**config.mk**
```make
export PLATFORM = sky130hd
export DESIGN_NAME = alu_arbiter
export DESIGN_NICKNAME = d
export VERILOG_FILES = /design/src/rtl/alu_arbiter_pkg.sv /design/src/rtl/alu_arbiter_rr_arb2.sv /design/src/rtl/alu_arbiter.sv
export SDC_FILE = /design/constraint.sdc
export NUM_CORES = 1
export LEC_CHECK = 0
export ABC_AREA = 1
export CELL_PAD_IN_SITES_DETAIL_PLACEMENT = 0
export CELL_PAD_IN_SITES_GLOBAL_PLACEMENT = 1
export CORE_ASPECT_RATIO = 1.75
export CORE_UTILIZATION = 29
export DETAILED_ROUTE_END_ITERATION = 8
export PLACE_DENSITY_LB_ADDON = 0.1
export SKIP_CTS_REPAIR_TIMING = 1
export SLEW_MARGIN = 40
export SYNTH_ARGS = -nofsm -noshare
export SYNTH_HDL_FRONTEND = slang
export SYNTH_SLANG_ARGS = --single-unit
export TNS_END_PERCENT = 50
```
**constraint.sdc**
```tcl
create_clock -name clk -period 2.95 [get_ports clk]
set_input_delay 0.4425 -clock clk [delete_from_list [all_inputs] [get_ports clk]]
set_output_delay 0.4425 -clock clk [all_outputs]
set_load 0.02 [all_outputs]
```
**src/rtl/alu_arbiter_pkg.sv**
```systemverilog
// Shared definitions for the two-requester ALU arbiter: FSM encoding,
// requester count and a one-hot helper.
package alu_arbiter_pkg;

    localparam int NUM_REQ = 2;

    typedef enum logic [1:0] {
        IDLE = 2'd0,
        EXEC = 2'd1,
        RESP = 2'd2
    } state_t;

    // One-hot vector for a requester index
    function automatic logic [NUM_REQ-1:0] onehot2(input logic idx);
        logic [NUM_REQ-1:0] v;
        if (idx) begin
            v = 2'b10;
        end else begin
            v = 2'b01;
        end
        return v;
    endfunction

endpackage

```
**src/rtl/alu_arbiter_rr_arb2.sv**
```systemverilog
// Two-way round-robin grant: on a tie the requester that did not win last
// time is granted; a lone requester always wins.
module rr_arb2
    import alu_arbiter_pkg::*;
(
    input  logic [NUM_REQ-1:0] valid,
    input  logic               last_grant,
    output logic [NUM_REQ-1:0] grant
);

    // Grant selection
    always_comb begin
        grant = 2'b00;
        case (valid)
            2'b01:   grant = 2'b01;
            2'b10:   grant = 2'b10;
            2'b11:   grant = last_grant ? 2'b01 : 2'b10;
            default: grant = 2'b00;
        endcase
    end

endmodule

```
**src/rtl/alu_arbiter.sv**
```systemverilog
// Shares one combinational ALU between two requesters (IDLE/EXEC/RESP).
// Optional sticky overflow tracking when ALU_ARB_STICKY_OVF_EN is defined.
module alu_arbiter
    import alu_arbiter_pkg::*;
#(
    parameter int WIDTH = 16,
    parameter int OPW   = 4
) (
    input  logic                   clk,
    input  logic                   rst_n,
    input  logic [NUM_REQ-1:0]     req_valid,
    output logic [NUM_REQ-1:0]     req_ready,
    input  logic [2*WIDTH-1:0]     req_a,
    input  logic [2*WIDTH-1:0]     req_b,
    input  logic [2*OPW-1:0]       req_op,
    output logic [WIDTH-1:0]       alu_a,
    output logic [WIDTH-1:0]       alu_b,
    output logic [OPW-1:0]         alu_opcode,
    input  logic [WIDTH-1:0]       alu_out,
    input  logic                   alu_zero,
    input  logic                   alu_neg,
    input  logic                   alu_ovf,
    output logic                   rsp_valid,
    input  logic                   rsp_ready,
    output logic                   rsp_id,
    output logic [WIDTH-1:0]       rsp_out,
    output logic                   rsp_zero,
    output logic                   rsp_neg,
    output logic                   rsp_ovf
`ifdef ALU_ARB_STICKY_OVF_EN
    ,
    input  logic [NUM_REQ-1:0]     sticky_clr,
    output logic [NUM_REQ-1:0]     sticky_ovf
`endif
);

    state_t             r_state;
    state_t             w_next_state;
    logic               r_last_grant;
    logic               r_cur_id;
    logic [WIDTH-1:0]   r_alu_a;
    logic [WIDTH-1:0]   r_alu_b;
    logic [OPW-1:0]     r_alu_op;
    logic               r_rsp_valid;
    logic               r_rsp_id;
    logic [WIDTH-1:0]   r_rsp_out;
    logic               r_rsp_zero;
    logic               r_rsp_neg;
    logic               r_rsp_ovf;
    logic [NUM_REQ-1:0] w_grant;
    logic [NUM_REQ-1:0] w_req_ready;
    logic               w_accept;
    logic               w_grant_idx;
    logic               w_handshake;

    rr_arb2 u_rr_arb2 (
        .valid      (req_valid),
        .last_grant (r_last_grant),
        .grant      (w_grant)
    );

    // Ready is offered only while idle and out of reset
    always_comb begin
        w_req_ready = 2'b00;
        if ((r_state == IDLE) && rst_n) begin
            w_req_ready = w_grant;
        end else begin
            w_req_ready = 2'b00;
        end
    end

    assign w_accept    = |(req_valid & w_req_ready);
    assign w_grant_idx = w_req_ready[1];
    assign w_handshake = r_rsp_valid && rsp_ready;

    // Next-state logic
    always_comb begin
        w_next_state = r_state;
        case (r_state)
            IDLE:    w_next_state = w_accept ? EXEC : IDLE;
            EXEC:    w_next_state = RESP;
            RESP:    w_next_state = w_handshake ? IDLE : RESP;
            default: w_next_state = IDLE;
        endcase
    end

    // State register
    always_ff @(posedge clk or negedge rst_n) begin
        if (!rst_n) begin
            r_state <= IDLE;
        end else begin
            r_state <= w_next_state;
        end
    end

    // Operand capture on accept, result capture at end of EXEC
    always_ff @(posedge clk or negedge rst_n) begin
        if (!rst_n) begin
            r_last_grant <= 1'b1;
            r_cur_id     <= 1'b0;
            r_alu_a      <= '0;
            r_alu_b      <= '0;
            r_alu_op     <= '0;
            r_rsp_valid  <= 1'b0;
            r_rsp_id     <= 1'b0;
            r_rsp_out    <= '0;
            r_rsp_zero   <= 1'b0;
            r_rsp_neg    <= 1'b0;
            r_rsp_ovf    <= 1'b0;
        end else begin
            if (w_accept) begin
                r_last_grant <= w_grant_idx;
                r_cur_id     <= w_grant_idx;
                r_alu_a      <= w_grant_idx ? req_a[WIDTH +: WIDTH] : req_a[0 +: WIDTH];
                r_alu_b      <= w_grant_idx ? req_b[WIDTH +: WIDTH] : req_b[0 +: WIDTH];
                r_alu_op     <= w_grant_idx ? req_op[OPW +: OPW] : req_op[0 +: OPW];
            end
            if (r_state == EXEC) begin
                r_rsp_valid <= 1'b1;
                r_rsp_id    <= r_cur_id;
                r_rsp_out   <= alu_out;
                r_rsp_zero  <= alu_zero;
                r_rsp_neg   <= alu_neg;
                r_rsp_ovf   <= alu_ovf;
            end else if (w_handshake) begin
                r_rsp_valid <= 1'b0;
            end
        end
    end

`ifdef ALU_ARB_STICKY_OVF_EN
    logic [NUM_REQ-1:0] r_sticky;
    logic [NUM_REQ-1:0] w_sticky_set;

    assign w_sticky_set = (w_handshake && r_rsp_ovf) ? onehot2(r_rsp_id) : 2'b00;

    // Sticky overflow: a set in the same cycle overrides a clear
    always_ff @(posedge clk or negedge rst_n) begin
        if (!rst_n) begin
            r_sticky <= 2'b00;
        end else begin
            r_sticky <= (r_sticky & ~sticky_clr) | w_sticky_set;
        end
    end

    assign sticky_ovf = r_sticky;
`endif

    assign req_ready  = w_req_ready;
    assign alu_a      = r_alu_a;
    assign alu_b      = r_alu_b;
    assign alu_opcode = r_alu_op;
    assign rsp_valid  = r_rsp_valid;
    assign rsp_id     = r_rsp_id;
    assign rsp_out    = r_rsp_out;
    assign rsp_zero   = r_rsp_zero;
    assign rsp_neg    = r_rsp_neg;
    assign rsp_ovf    = r_rsp_ovf;

endmodule

```
==> flow_summary.yaml, run 1 <==
sta:
  fmax_mhz: 397.9
  slew_violations: 0
  setup_ws_ns: 0.4365
  finalSetupViolations: 0
  clock_skew_ns: 0.007814
  hold_viol: 0
  rsz0062_at_grt: "no"
  fin_crit_ns: 2.513
  worst_pin_slew_ns: 0.7684
  relSlewSlack: 0.4865
  holdWs_ns: 0.2681
  fin_tns_setup_ns: 0
  post-route-period-util: 0.8520
setup_path:
  cp-start-kind: "register"
  required_ns: 2.51
  regToRegSetupSlack_ns: 1.11
  crit_arrival_ns: 2.07
  critPathCaptureType: "output port"
  crit_type: "register to output port"
  path_max_fanout: 21
routing:
  final_antenna_net_count: 0
  via_per_inst: 4.441
  wire_per_inst_um: 13.47
  drt_pre_antenna_iters: 4
  vias: 3109
  drt_wl_total_um: 9431
  drtIter0Drc: 151
  route.detailed.drc: 0
synthesis:
  synth_top_family_by_area: "simple AND/OR/NAND/NOR gates"
  synthDistinctLibCells: 16
  postSynthAreaPerCell_sq_um: 7.325
  yosys_warnings: 0
  synth_adder_area_share: 0
  syn_inst: 419
  synth_fp_nets: 515
  synth_mux_area_frac: 0
  synth_compound_area_frac: 0.006523
  synthXorXnorAreaFrac: 0
  synth-seq-cells: 61
  yosys.area_share.simple: 0.3481
  yosysSeqAreaShare: 0.4978
  syn_area_sq_mm: 0.003069
die:
  row_count: 49
  die_h_um: 138.1
  die_w_um: 79.77
  io_pins: 155
  initial_utilization: 0.2980
  dieArea_sq_mm: 0.01101
  core_sq_mm: 0.01030
finish:
  n_fill_cell: 1077
  diodes: 0
  final_util: 0.4881
  nNetsFinal: 664
  area_delta_synth_final_pct: 63.80
  drive_gt1_frac: 0.05585
clock_tree:
  clockBufferDepth: 2
  htree_levels: 3
  clkSinkCount: 61
  tritoncts: "yes"
  clkTransAtPathRegs_ns: 0.06
  clk_latency_ns: 0.33
  cts_root_buffer: "clkbuf_16"
  numCtsBuffers: 9
grt:
  grt_max_degree: 62
  grt_pass1_wl_um: 15520
  top_usage_layer: "met2"
  met3_usage: 0.04884
  antenna_found_initial: 0
  track_usage: 0.1834
  grtUsageMet2: 0.3315
  grt.met1_usage: 0.2020
  grt_pass1_vias: 3123
  grt-ovfl-total: 0
placement:
  hpwl_um: 6459
  port_buffers: 154
  gp_congestion: 0.7423
  place_ws_ns: 0.4953
outcome:
  outcome: "finished, final reports clean"
pwr:
  power_leakage_nw: 2.628
  power_density_mw_per_mm2: 975.3
  finalPower_mw: 4.903
  max-vdd-ir-drop_v: 0.0005153
hold_path:
  worstHoldPathType: "primary input to asynchronous set/reset pin"
flow_run:
  drv_cap: 0
-- per-layer routing --
layer,part of all wire,vias up
met5,0,-
met2,0.55,102
li1,-,1561
met4,0.011,0
met1,0.38,1437
met3,0.055,9
-- stage by stage --
step | instances | instance area, sq um
6_report | 700 | 5027
5_1_grt | 700 | 5027
4_1_cts | 700 | 5024
3_5_place_dp | 684 | 4672
3_3_place_gp | 684 | 4672
2_1_floorplan | 419 | 3069
-- critical path: stages, from the launching register on --
cell             delay, ns
dfrtp_1               0.38
inv_2                 0.28
nand3_2               0.17
inv_1                 0.13
nand3_1               0.12
inv_1                 0.08
clkdlybuf4s50_1       0.59
-- final timing paths --
check | from | to | cells after the start
worst max-delay path | r_state[1] | req_ready[1] | 6
worst min-delay path | rst_n | rsp_out[14] | 2
worst max register to register | r_state[1] | alu_a[6] | 6
worst min register to register | rsp_out[3] | rsp_out[3] | 2
max in group asynchronous | rst_n | alu_a[6] | 2
min in group clk | rsp_out[3] | rsp_out[3] | 2
-- cell usage in the layout, fill, tap and decap left out, drive strengths merged, types with 3 or more instances in the layout --
master         synthesis  routed
clkbuf                 1      12
nand3                 94      94
dfrtp                 60      60
buf                   23      10
nand2                153     153
clkdlybuf4s50          0     152
nor2                   3       3
bufinv                 0       3
inv                   80      80
o21ai                  4       4
-- logic make-up (layout without fill, tap and decap cells) --
| family | count (synthesis) | after routing |
|---|---|---|
| simple gates | 250 | 250 |
| buf+inv | 104 | 258 |
| flops | 61 | 61 |
| compound gates | 4 | 4 |
-- final cells by class --
type / instances / area (sq um) / share of cell area
Timing Repair Buffer: 162 / 1595 / 0.3173
Sequential cell: 61 / 1528 / 0.3039
Multi-Input combinational cell: 254 / 1094 / 0.2175
Inverter: 80 / 300.3 / 0.05973
Clock buffer: 12 / 256.5 / 0.05102
Tap cell: 127 / 158.9 / 0.03161
Clock inverter: 4 / 95.09 / 0.01891
-- state kept, by name, indices dropped and copies added, names as in the netlist --
name          cells
alu_a            16
alu_b            16
rsp_out          16
alu_opcode        4
r_state           2
r_cur_id          1
r_last_grant      1
rsp_id            1
rsp_neg           1
rsp_ovf           1
rsp_valid         1
rsp_zero          1
-- synth_stat cells --
cell | n | area share
nor2_1 | 2 | 0.0024
nand2_2 | 2 | 0.0041
dfstp_2 | 1 | 0.0086
buf_4 | 4 | 0.0098
nand3_2 | 1 | 0.0033
nand2_1 | 151 | 0.18
inv_1 | 78 | 0.095
clkbuf_1 | 1 | 0.0012
buf_2 | 14 | 0.023
nand3_1 | 93 | 0.15
buf_6 | 4 | 0.015
o21ai_0 | 4 | 0.0065
inv_2 | 2 | 0.0024
nor2_2 | 1 | 0.0020
dfrtp_1 | 60 | 0.49
buf_1 | 1 | 0.0012
-- where the power goes --
group | switching [mW] | internal [mW]
clock | 0.366 | 0.869
sequential | 0.208 | 1.25
combinational | 1.21 | 1.00
Note: power is estimated with default switching activity, not from simulation.
==> run 2: changes to the inputs <==
- clock period: 2.95 -> 3 ns (I/O delays scaled with it)
==> run 2 against run 1 <==
  * Wire length shrank 2.9%
  * Worst hold slack got worse by 0.014 ns
  * Largest power group unchanged
  * Clock skew decreased by 0.00079 ns
  * Count of clock-buffer cells in the layout unchanged
==> flow_summary.yaml, run 2 (synthesis gave the netlist of run 1 again) <==
routing:
  final_antenna_net_count: 0
  drt_pre_antenna_iters: 4
  drt_wl_total_um: 9156
  via_per_inst: 4.515
  route.detailed.drc: 0
  wire_per_inst_um: 13.10
  vias: 3156
  drtIter0Drc: 149
clock_tree:
  cts_root_buffer: "clkbuf_16"
  clkTransAtPathRegs_ns: 0.05
  tritoncts: "yes"
  clockBufferDepth: 2
  numCtsBuffers: 9
  clk_latency_ns: 0.33
  htree_levels: 3
  clkSinkCount: 61
finish:
  finalNonFillerCells: 699
  drive_gt1_frac: 0.05420
  final_common_cell: "clkdlybuf4s50_1"
  area_delta_synth_final_pct: 62.74
  final_util: 0.4849
  diodes: 0
  final_cell_mix: "clkdlybuf4s50_1 (152), nand2_1 (151), nand3_1 (93), inv_1 (78), dfrtp_1 (60)"
  nNetsFinal: 663
grt:
  grt-ovfl-total: 0
  grt_pass1_wl_um: 14950
  grt_max_degree: 62
  track_usage: 0.1773
  grt_pass1_vias: 3029
  antenna_found_initial: 0
sta:
  post-route-period-util: 0.8483
  setup_ws_ns: 0.4551
  fin_tns_setup_ns: 0
  fin_crit_ns: 2.545
  slew_violations: 0
  worst_pin_slew_ns: 0.7773
  relSlewSlack: 0.4805
  rsz0062_at_grt: "no"
  clock_skew_ns: 0.007020
  finalSetupViolations: 0
  fmax_mhz: 392.9
  hold_viol: 0
die:
  die_w_um: 79.77
  io_pins: 155
  die_h_um: 138.1
  dieArea_sq_mm: 0.01101
  initial_utilization: 0.2980
  core_sq_mm: 0.01030
  row_count: 49
hold_path:
  worstHoldPathType: "primary input to asynchronous set/reset pin"
flow_run:
  drv_cap: 0
setup_path:
  crit_arrival_ns: 2.09
  slowest_delay_ns: 0.60
  path_max_fanout: 21
  cp_cell_sequence: "inv_2 -> nand3_2 -> inv_1 -> nand3_1 -> inv_1 -> clkdlybuf4s50_1"
  cp-start-kind: "register"
  cp_slowest_cell: "clkdlybuf4s50_1"
  required_ns: 2.55
  crit_type: "register to output port"
  crit_family: "buffers and inverters"
  critPathCaptureType: "output port"
  crit_top_cell: "inv_1"
  crit_buf_inv: 4
placement:
  dp_cells: 683
  hpwl_um: 6310
  port_buffers: 154
  place_ws_ns: 0.5826
  gp_congestion: 0.7489
pwr:
  finalPower_mw: 4.726
  power_leakage_nw: 2.613
  power_density_mw_per_mm2: 946.2
  max-vdd-ir-drop_v: 0.0004406
outcome:
  outcome: "finished, final reports clean"
==> run 2: cell count changes in the layout (fill, tap and decap cells not counted), sizes merged <==
cell	before	now
buf	10	9
bufinv	3	2
clkinv	1	2
==> run 2: final cells by class <==
| cell class | count | area [sq um] |
|---|---|---|
| inverters | 80 | 300.3 |
| well taps | 127 | 158.9 |
| clock buffers | 12 | 256.5 |
| clock inverters | 4 | 70.07 |
| multi-input cells | 254 | 1094 |
| repair buffers | 161 | 1588 |
| fillers | 1083 | 5305 |
| flip-flops and latches | 61 | 1528 |
==> run 2: layer usage <==
metal	track usage	vias up	routed length [um]
met5	0	-	0
met2	0.3018	101	4837
li1	-	1561	-
met3	0.04950	9	558
met1	0.2107	1485	3645
met4	0.05921	0	114
==> run 2: worst paths after layout <==
| path | startpoint | endpoint | cells past startpoint | slack [ns] |
|---|---|---|---|---|
| worst max-delay path | r_state[1] | req_ready[1] | 6 | 0.46 |
| worst min-delay path | rst_n | rsp_out[5] | 2 | 0.25 |
| worst max register to register | r_state[1] | alu_b[15] | 6 | 1.12 |
| worst min register to register | rsp_out[13] | rsp_out[13] | 2 | 0.47 |
| max in group asynchronous | rst_n | alu_a[6] | 2 | 2.32 |
| min in group clk | rsp_out[13] | rsp_out[13] | 2 | 0.47 |
==> run 2: power by group <==
group	internal (mW)	switching, mW	leakage, nW
clock	0.769	0.354	0.163
sequential	1.22	0.205	0.749
combinational	0.981	1.19	1.70
==> run 2: per-stage QoR <==
| step | hold slack [ns] | cell area [sq um] |
|---|---|---|
| 6_report | 0.2541 | 4995 |
| 4_1_cts | 0.3964 | 4991 |
| 5_1_grt | 0.3085 | 4995 |
| 2_1_floorplan | 0.1544 | 3069 |
| 3_3_place_gp | 0.4539 | 4664 |
| 3_5_place_dp | 0.4632 | 4664 |
